[src/rtl/lc3b_types.sv]
// Shared types for the physical-memory arbiter.
// Line, word, FSM state, port id and the latched request bundle.
package lc3b_types;

    localparam int ADDR_W = 16;
    localparam int LINE_W = 128;

    typedef logic [ADDR_W-1:0] lc3b_word;
    typedef logic [LINE_W-1:0] lc3b_line;

    typedef enum logic [1:0] {
        IDLE,
        GRANT_I,
        GRANT_D
    } arb_state_t;

    typedef enum logic {
        PORT_I,
        PORT_D
    } arb_port_t;

    // rw: 1 = write, 0 = read
    typedef struct packed {
        logic     rw;
        lc3b_word address;
        lc3b_line wdata;
    } pmem_req_t;

endpackage

[src/rtl/pmem_req_reg.sv]
// Load-enabled holding register for the granted request.
// Synchronous active-low clear returns it to a zero read.
import lc3b_types::*;

module pmem_req_reg (
    input  logic      clk,
    input  logic      reset_n,
    input  logic      load,
    input  pmem_req_t d,
    output pmem_req_t q
);

    // Capture the winning request on grant, clear on reset
    always_ff @(posedge clk) begin
        if (!reset_n) begin
            q <= '0;
        end else if (load) begin
            q <= d;
        end
    end

endmodule

[src/rtl/pmem_arbiter.sv]
// I/D cache to physical memory arbiter: FSM, priority, resp demux.
// Build option PMEM_ARB_ROUND_ROBIN_EN: alternate ties, else D wins.
import lc3b_types::*;

module pmem_arbiter (
    input  logic              clk,
    input  logic              reset_n,
    input  logic              i_pmem_read,
    input  logic              i_pmem_write,
    input  logic [ADDR_W-1:0] i_pmem_address,
    input  logic [LINE_W-1:0] i_pmem_wdata,
    output logic              i_pmem_resp,
    output logic [LINE_W-1:0] i_pmem_rdata,
    input  logic              d_pmem_read,
    input  logic              d_pmem_write,
    input  logic [ADDR_W-1:0] d_pmem_address,
    input  logic [LINE_W-1:0] d_pmem_wdata,
    output logic              d_pmem_resp,
    output logic [LINE_W-1:0] d_pmem_rdata,
    output logic              pmem_read,
    output logic              pmem_write,
    output logic [ADDR_W-1:0] pmem_address,
    output logic [LINE_W-1:0] pmem_wdata,
    input  logic              pmem_resp,
    input  logic [LINE_W-1:0] pmem_rdata
);

    arb_state_t state;
    arb_state_t next_state;
    pmem_req_t  req_in;
    pmem_req_t  req_q;
    logic       load;
    logic       i_req;
    logic       d_req;
    logic       win_d;
    logic       gnt_i;
    logic       gnt_d;

    assign i_req = i_pmem_read | i_pmem_write;
    assign d_req = d_pmem_read | d_pmem_write;

`ifdef PMEM_ARB_ROUND_ROBIN_EN
    arb_port_t last_grant;

    // Remember which port won the most recent grant
    always_ff @(posedge clk) begin
        if (!reset_n) begin
            last_grant <= PORT_D;
        end else if (load) begin
            last_grant <= win_d ? PORT_D : PORT_I;
        end
    end

    assign win_d = d_req & (~i_req | (last_grant == PORT_I));
`else
    assign win_d = d_req;
`endif

    // State register
    always_ff @(posedge clk) begin
        if (!reset_n) begin
            state <= IDLE;
        end else begin
            state <= next_state;
        end
    end

    // Arbitrate in IDLE, hold the grant until memory responds
    always_comb begin
        next_state     = state;
        load           = 1'b0;
        req_in.rw      = i_pmem_write;
        req_in.address = i_pmem_address;
        req_in.wdata   = i_pmem_wdata;
        unique case (state)
            IDLE: begin
                if (win_d) begin
                    load           = 1'b1;
                    req_in.rw      = d_pmem_write;
                    req_in.address = d_pmem_address;
                    req_in.wdata   = d_pmem_wdata;
                    next_state     = GRANT_D;
                end else if (i_req) begin
                    load       = 1'b1;
                    next_state = GRANT_I;
                end
            end
            GRANT_I, GRANT_D: begin
                if (pmem_resp) begin
                    next_state = IDLE;
                end
            end
            default: next_state = IDLE;
        endcase
    end

    pmem_req_reg u_req (
        .clk     (clk),
        .reset_n (reset_n),
        .load    (load),
        .d       (req_in),
        .q       (req_q)
    );

    assign gnt_i = (state == GRANT_I);
    assign gnt_d = (state == GRANT_D);

    assign pmem_read    = (gnt_i | gnt_d) & ~req_q.rw;
    assign pmem_write   = (gnt_i | gnt_d) & req_q.rw;
    assign pmem_address = req_q.address;
    assign pmem_wdata   = req_q.wdata;

    // An aborting reset must not complete the transaction
    assign i_pmem_resp  = gnt_i & pmem_resp & reset_n;
    assign d_pmem_resp  = gnt_d & pmem_resp & reset_n;
    assign i_pmem_rdata = gnt_i ? pmem_rdata : '0;
    assign d_pmem_rdata = gnt_d ? pmem_rdata : '0;

endmodule

[config.mk]
export PLATFORM = sky130hd
export DESIGN_NAME = pmem_arbiter
export DESIGN_NICKNAME = d
export VERILOG_FILES = /design/src/rtl/lc3b_types.sv /design/src/rtl/pmem_req_reg.sv /design/src/rtl/pmem_arbiter.sv
export SDC_FILE = /design/constraint.sdc
export NUM_CORES = 1
export LEC_CHECK = 0
export CORE_AREA = 2 2 323 325
export CTS_BUF_LIST = sky130_fd_sc_hd__clkbuf_4 sky130_fd_sc_hd__clkbuf_8 sky130_fd_sc_hd__clkbuf_16
export CTS_CLUSTER_DIAMETER = 120
export DETAILED_ROUTE_END_ITERATION = 10
export DIE_AREA = 0 0 325 327
export PLACE_DENSITY = 0.38
export SYNTH_ARGS = -nofsm -noshare
export SYNTH_HDL_FRONTEND = slang
export SYNTH_SLANG_ARGS = --single-unit
[constraint.sdc]
create_clock -name clk -period 2.15 [get_ports clk]
set_input_delay 0.3225 -clock clk [delete_from_list [all_inputs] [get_ports clk]]
set_output_delay 0.3225 -clock clk [all_outputs]
set_load 0.1 [all_outputs]
After elaboration in Yosys (flattened, before gate mapping)
Index checks and enable logic that the tools add are counted.
W data, S select, Z words.

storage, ports and cells
  bits in registers = 147
  output and inout port bits = 404
  word-level logic and storage cells = 32
  input bits = 423

cells by class
  bitwise operators = 10
  equal/unequal tests = 4
  mux-type cells = 11
  reduce and logical (&&, ||, !) cells = 3

operators with widths
  kind                  count
  $mux W145             2
  $mux W128             2
  $and A1 B1 Y1         6
  $mux W2               3
  $pmux W2 S2           1
  $mux W1               3
  $ne A3 B3 Y1 const B  1
  $or A1 B1 Y1          3
  $eq A2 B1 Y1 const B  1
  $eq A2 B2 Y1 const B  1
  $logic_not A2 Y1      1
  $ne A2 B2 Y1 const B  1
  $reduce_and A2 Y1     1
  $reduce_or A2 Y1      1
  $not A1 Y1            1

Longest topological paths before layout
  depth in word-level cells = 4
  gate-level depth with buffers = 8

By module
From an unflattened synthesis, not the netlist that was laid out.

unflattened totals
  cell total of the unflattened synthesis = 936
  area, all modules = 9317.7 um2

by module, submodules not included
  module        times used  cells each  area each (um2)
  pmem_req_reg  1           467         5466.5
  pmem_arbiter  1           469         3851.2

Worst setup path before layout
Ideal clock, no wire load.

  path kind = reg2out
  start point = register state[1]
  end point = output pmem_read
  arrival = 2051 ps
  required time = 1827 ps
  cell stages (with the launch flop) = 4
  path slack = -224 ps
  path buffers = 0
  cells stage by stage = dfxtp_1 > inv_1 > ha_1 > nor2b_1

between the ends
  word-level cells in the longest chain between the ends = 3
  elaborated cells on any way between the ends = 4
  those cells by class = 2 x eq/ne; 2 x bitwise

RTL lines
  what                                          RTL line                                  RTL
  start: declaration                            pmem_arbiter.sv:28                        arb_state_t state;
  start signal: assignment                      pmem_arbiter.sv:64                        state <= next_state;
  $eq A2 B1 Y1 or $eq A2 B2 Y1 (tied branches)  pmem_arbiter.sv:105, pmem_arbiter.sv:106
  $or A1 B1 Y1 *                                pmem_arbiter.sv:108                       assign pmem_read = (gnt_i | gnt_d) & ~req_q.rw;
  $and A1 B1 Y1 *                               pmem_arbiter.sv:108
  end: declaration                              pmem_arbiter.sv:20                        output logic pmem_read,

Mark *: on every way between the ends. The rest lies on a longest branch, timed or not.

Worst setup path in the final report
  start point = register state[0]
  end point = output i_pmem_rdata[81]

between the ends
  word-level cells in the longest chain between the ends = 2

RTL lines
  what              RTL line             RTL
  $eq A2 B1 Y1      pmem_arbiter.sv:105  assign gnt_i = (state == GRANT_I);
  $mux W128         pmem_arbiter.sv:116  assign i_pmem_rdata = gnt_i ? pmem_rdata : '0;
  end: declaration  pmem_arbiter.sv:13   output logic [LINE_W-1:0] i_pmem_rdata,

Every way passes these cells.

==> results.sh <==
export IMPL_synth_area_leaders="dfxtp_1, and2_1, a221o_1, buf_4, and3_1"
export IMPL_period_minus_slack_ps=2231
export IMPL_worstPathMaxFanout=16
export IMPL_cp_top_family="buffers and inverters"
export IMPL_clock_skew_ps=14.72
export IMPL_crit_start="state[0]$_SDFFE_PN0P_"
export IMPL_hpwl_um=58860
export IMPL_antenna_found_initial=46
export IMPL_core_area_um2=102900
export IMPL_htree_levels=4
export IMPL_first_pass_iters=6
export IMPL_netlist_area_um2=8602
export IMPL_syn_nets=1380
export IMPL_tightest_slew_ps=497.7
export IMPL_start_kind="flop"
export IMPL_worstPathRequired_ps=1830
export IMPL_grt_usage=0.1274
export IMPL_ys_types=23
export IMPL_hold_buffers=0
export IMPL_drt_iter0_markers=489
export IMPL_yosysWarningCount=0
export IMPL_crit_type="flop to primary output"
export IMPL_root_buffer="clkbuf_16"
export IMPL_run_status="finished, violations left"
export IMPL_clock_latency_ps=480
export IMPL_max_stage_delay_ps=340
export IMPL_grt_pass1_wl_um=93120
export IMPL_cts_tree="built"
export IMPL_crit_path_frequent_cell="buf_12"
export IMPL_grt_overflow_total=0
export IMPL_worstPathCellList="buf_6, ha_4, buf_12, clkbuf_16, and2_4, buf_12"
export IMPL_drc_errors=0
export IMPL_pwr_density_cell_nw_per_um2=852.7
export IMPL_clock_path_buffers=2
export IMPL_maxCapViolations=0
export IMPL_reg2reg_slack_ps=110
export IMPL_r2r_start="state[0]$_SDFFE_PN0P_"
export IMPL_vias=10130
export IMPL_vdd_drop_max_mv=0.5228
export IMPL_synth_top_area_share=0.3421
export IMPL_finalCritPeriodShare=1.038
export IMPL_p_leak_nw=9.069
export IMPL_die_w_um=325
export IMPL_syn_inst=954
export IMPL_tns_ps=-5503
export IMPL_numPortBuffers=826
export IMPL_die_area_um2=106300
export IMPL_path_clk_slew_ps=80
export IMPL_hp_class="input pin to flop"
export IMPL_finalHoldViolations=0
export IMPL_slew_violations=0
export IMPL_min_from="i_pmem_wdata[66]"
export IMPL_fillers=11170
export IMPL_areaGrowthSynthToFinish_pct=150.6
export IMPL_fin_ws_ps=-80.86
export IMPL_drive_above_1_share=0.4393
export IMPL_crit_path_end_kind="primary output"
export IMPL_rows=118
export IMPL_relSlewSlack=0.6682
export IMPL_violations="negative setup slack"
export IMPL_wl_um=72130
export IMPL_fmax_mhz=448.3
export IMPL_io_pins=827
export IMPL_synth_seq_area_share=0.3421
export IMPL_vias_per_cell=3.346
export IMPL_ys_ff_latch=147
export IMPL_gp_congestion=0.8514
export IMPL_ant_nets=0
export IMPL_finalPower_w=0.01838
export IMPL_numCtsBuffers=17
export IMPL_setup_viol=152
export IMPL_synth_area_leader_cell="dfxtp_1"
export IMPL_slowest_stage="dfxtp_2"
export IMPL_dieHeight_um=327
export IMPL_critical_path_n_buffers_inverters=4
export IMPL_routedWlPerCell_um=23.82
export IMPL_grt_max_degree=99
export IMPL_critPathArrivalTime_ps=1910
export IMPL_clock_sinks=147
export IMPL_synth_avg_cell_area_um2=9.017
export IMPL_grt_setup_unrepaired="yes"
export IMPL_grt_pass1_vias=10530
export IMPL_start_util=0.08359
export IMPL_final_nets=2052
[cells in the final DEF (no fill, tap or decap), drive strengths merged]
| cell type | Yosys | routed |
|---|---|---|
| clkinvlp | 0 | 3 |
| clkbuf | 69 | 28 |
| and3b | 1 | 1 |
| ha | 3 | 3 |
| o41ai | 1 | 1 |
| o21a | 1 | 1 |
| and3 | 146 | 146 |
| dfxtp | 147 | 147 |
| clkinv | 0 | 3 |
| buf | 165 | 455 |
| diode | 0 | 9 |
| a21oi | 3 | 3 |
| a221o | 144 | 144 |
| clkdlybuf4s50 | 0 | 421 |
| nand2 | 2 | 2 |
| nor3 | 1 | 1 |
| or2 | 1 | 1 |
| o22ai | 1 | 1 |
| nor2b | 2 | 2 |
| nand2b | 2 | 2 |
| nor2 | 2 | 2 |
| inv | 4 | 13 |
| nor3b | 1 | 1 |
| and2 | 257 | 257 |
| o311a | 1 | 1 |
[power breakdown]
part / internal, W / switching (W) / total (W)
Sequential: 0.00313 / 0.000249 / 0.00338
Clock: 0.00153 / 0.00153 / 0.00306
Combinational: 0.00404 / 0.00791 / 0.0119
Total: 0.00869 / 0.00969 / 0.0184
[through the flow]
step / utilization / cell area (um2) / std cells / setup WS (ps) / hold WS [ps]
2_1_floorplan: - / 8605 / 954 / 32.70 / 460.3
3_3_place_gp: 0.1920 / 19760 / 2960 / -46.13 / 569.2
3_5_place_dp: 0.1920 / 19760 / 2960 / -89.97 / 560.0
4_1_cts: 0.2032 / 20920 / 3004 / -140.6 / 386.6
5_1_grt: 0.2093 / 21540 / 3022 / -147.6 / 414.3
6_report: 0.2095 / 21560 / 3028 / -80.86 / 443.6
[path summary, 6_finish.rpt]
path,depth (start not counted),endpoint
setup / recovery,6,i_pmem_rdata[81]
hold / removal,2,u_req.q[66]$_SDFFE_PN0P_
setup reg to reg,7,u_req.q[58]$_SDFFE_PN0P_
hold reg to reg,2,u_req.q[61]$_SDFFE_PN0P_
[sequential cells by signal (all words and copies together), names as in the netlist]
name / flops
u_req.q: 145
state: 2
[timing repair]
action	4_1_cts	5_1_grt
setup buffers	6	4
endpoints found under the setup margin	250	254
gates cloned	6	12
gates resized for setup	144	113
pin swaps	9	13
[worst reg2reg max path, cell delays in order, from the launching register on]
cell	delay, ps
dfxtp_2	340
inv_2	50
buf_4	120
ha_1	250
nand2_1	150
and3b_4	250
buf_12	180
a221o_1	580
[synth_stat cells]
cell,n
and2_1,257
buf_4,150
dfxtp_1,147
and3_1,146
a221o_1,144
clkbuf_1,69
buf_6,8
buf_2,7
inv_1,4
a21oi_1,3
ha_1,3
nand2_1,2
nand2b_1,2
nor2_1,2
nor2b_1,2
and3b_1,1
nor3_1,1
nor3b_1,1
o21a_1,1
o22ai_1,1
o311a_1,1
o41ai_4,1
or2_1,1
[metal layers]
metal / vias up / GRT usage / wire (um)
li1: 4626 / - / -
met1: 4769 / 0.1370 / 27110
met2: 601 / 0.2240 / 36250
met3: 115 / 0.05983 / 7048
met4: 22 / 0.03331 / 1580
met5: - / 0 / 145
[final cells by class]
type                            count  area (um2)  share of cell area
Timing Repair Buffer              887       11570              0.5367
Multi-Input combinational cell    569        4710              0.2185
Sequential cell                   147        2948              0.1368
Tap cell                         1380        1727             0.08010
Clock buffer                       17       425.4             0.01974
Clock inverter                     15       136.4            0.006327
Antenna cell                        9       22.52            0.001045
Inverter                            4       17.52           0.0008126
[kinds of logic (layout without fill, tap and decap cells)]
group | Yosys count | count (layout) | synth area share
compound gates | 151 | 151 | 0.1753
fa+ha+maj | 3 | 3 | 0.004364
buf+inv | 238 | 923 | 0.1773
flops | 147 | 147 | 0.3421
other cells | 0 | 9 | 0
simple gates | 415 | 415 | 0.3009
Note: power is estimated with default switching activity, not from simulation.
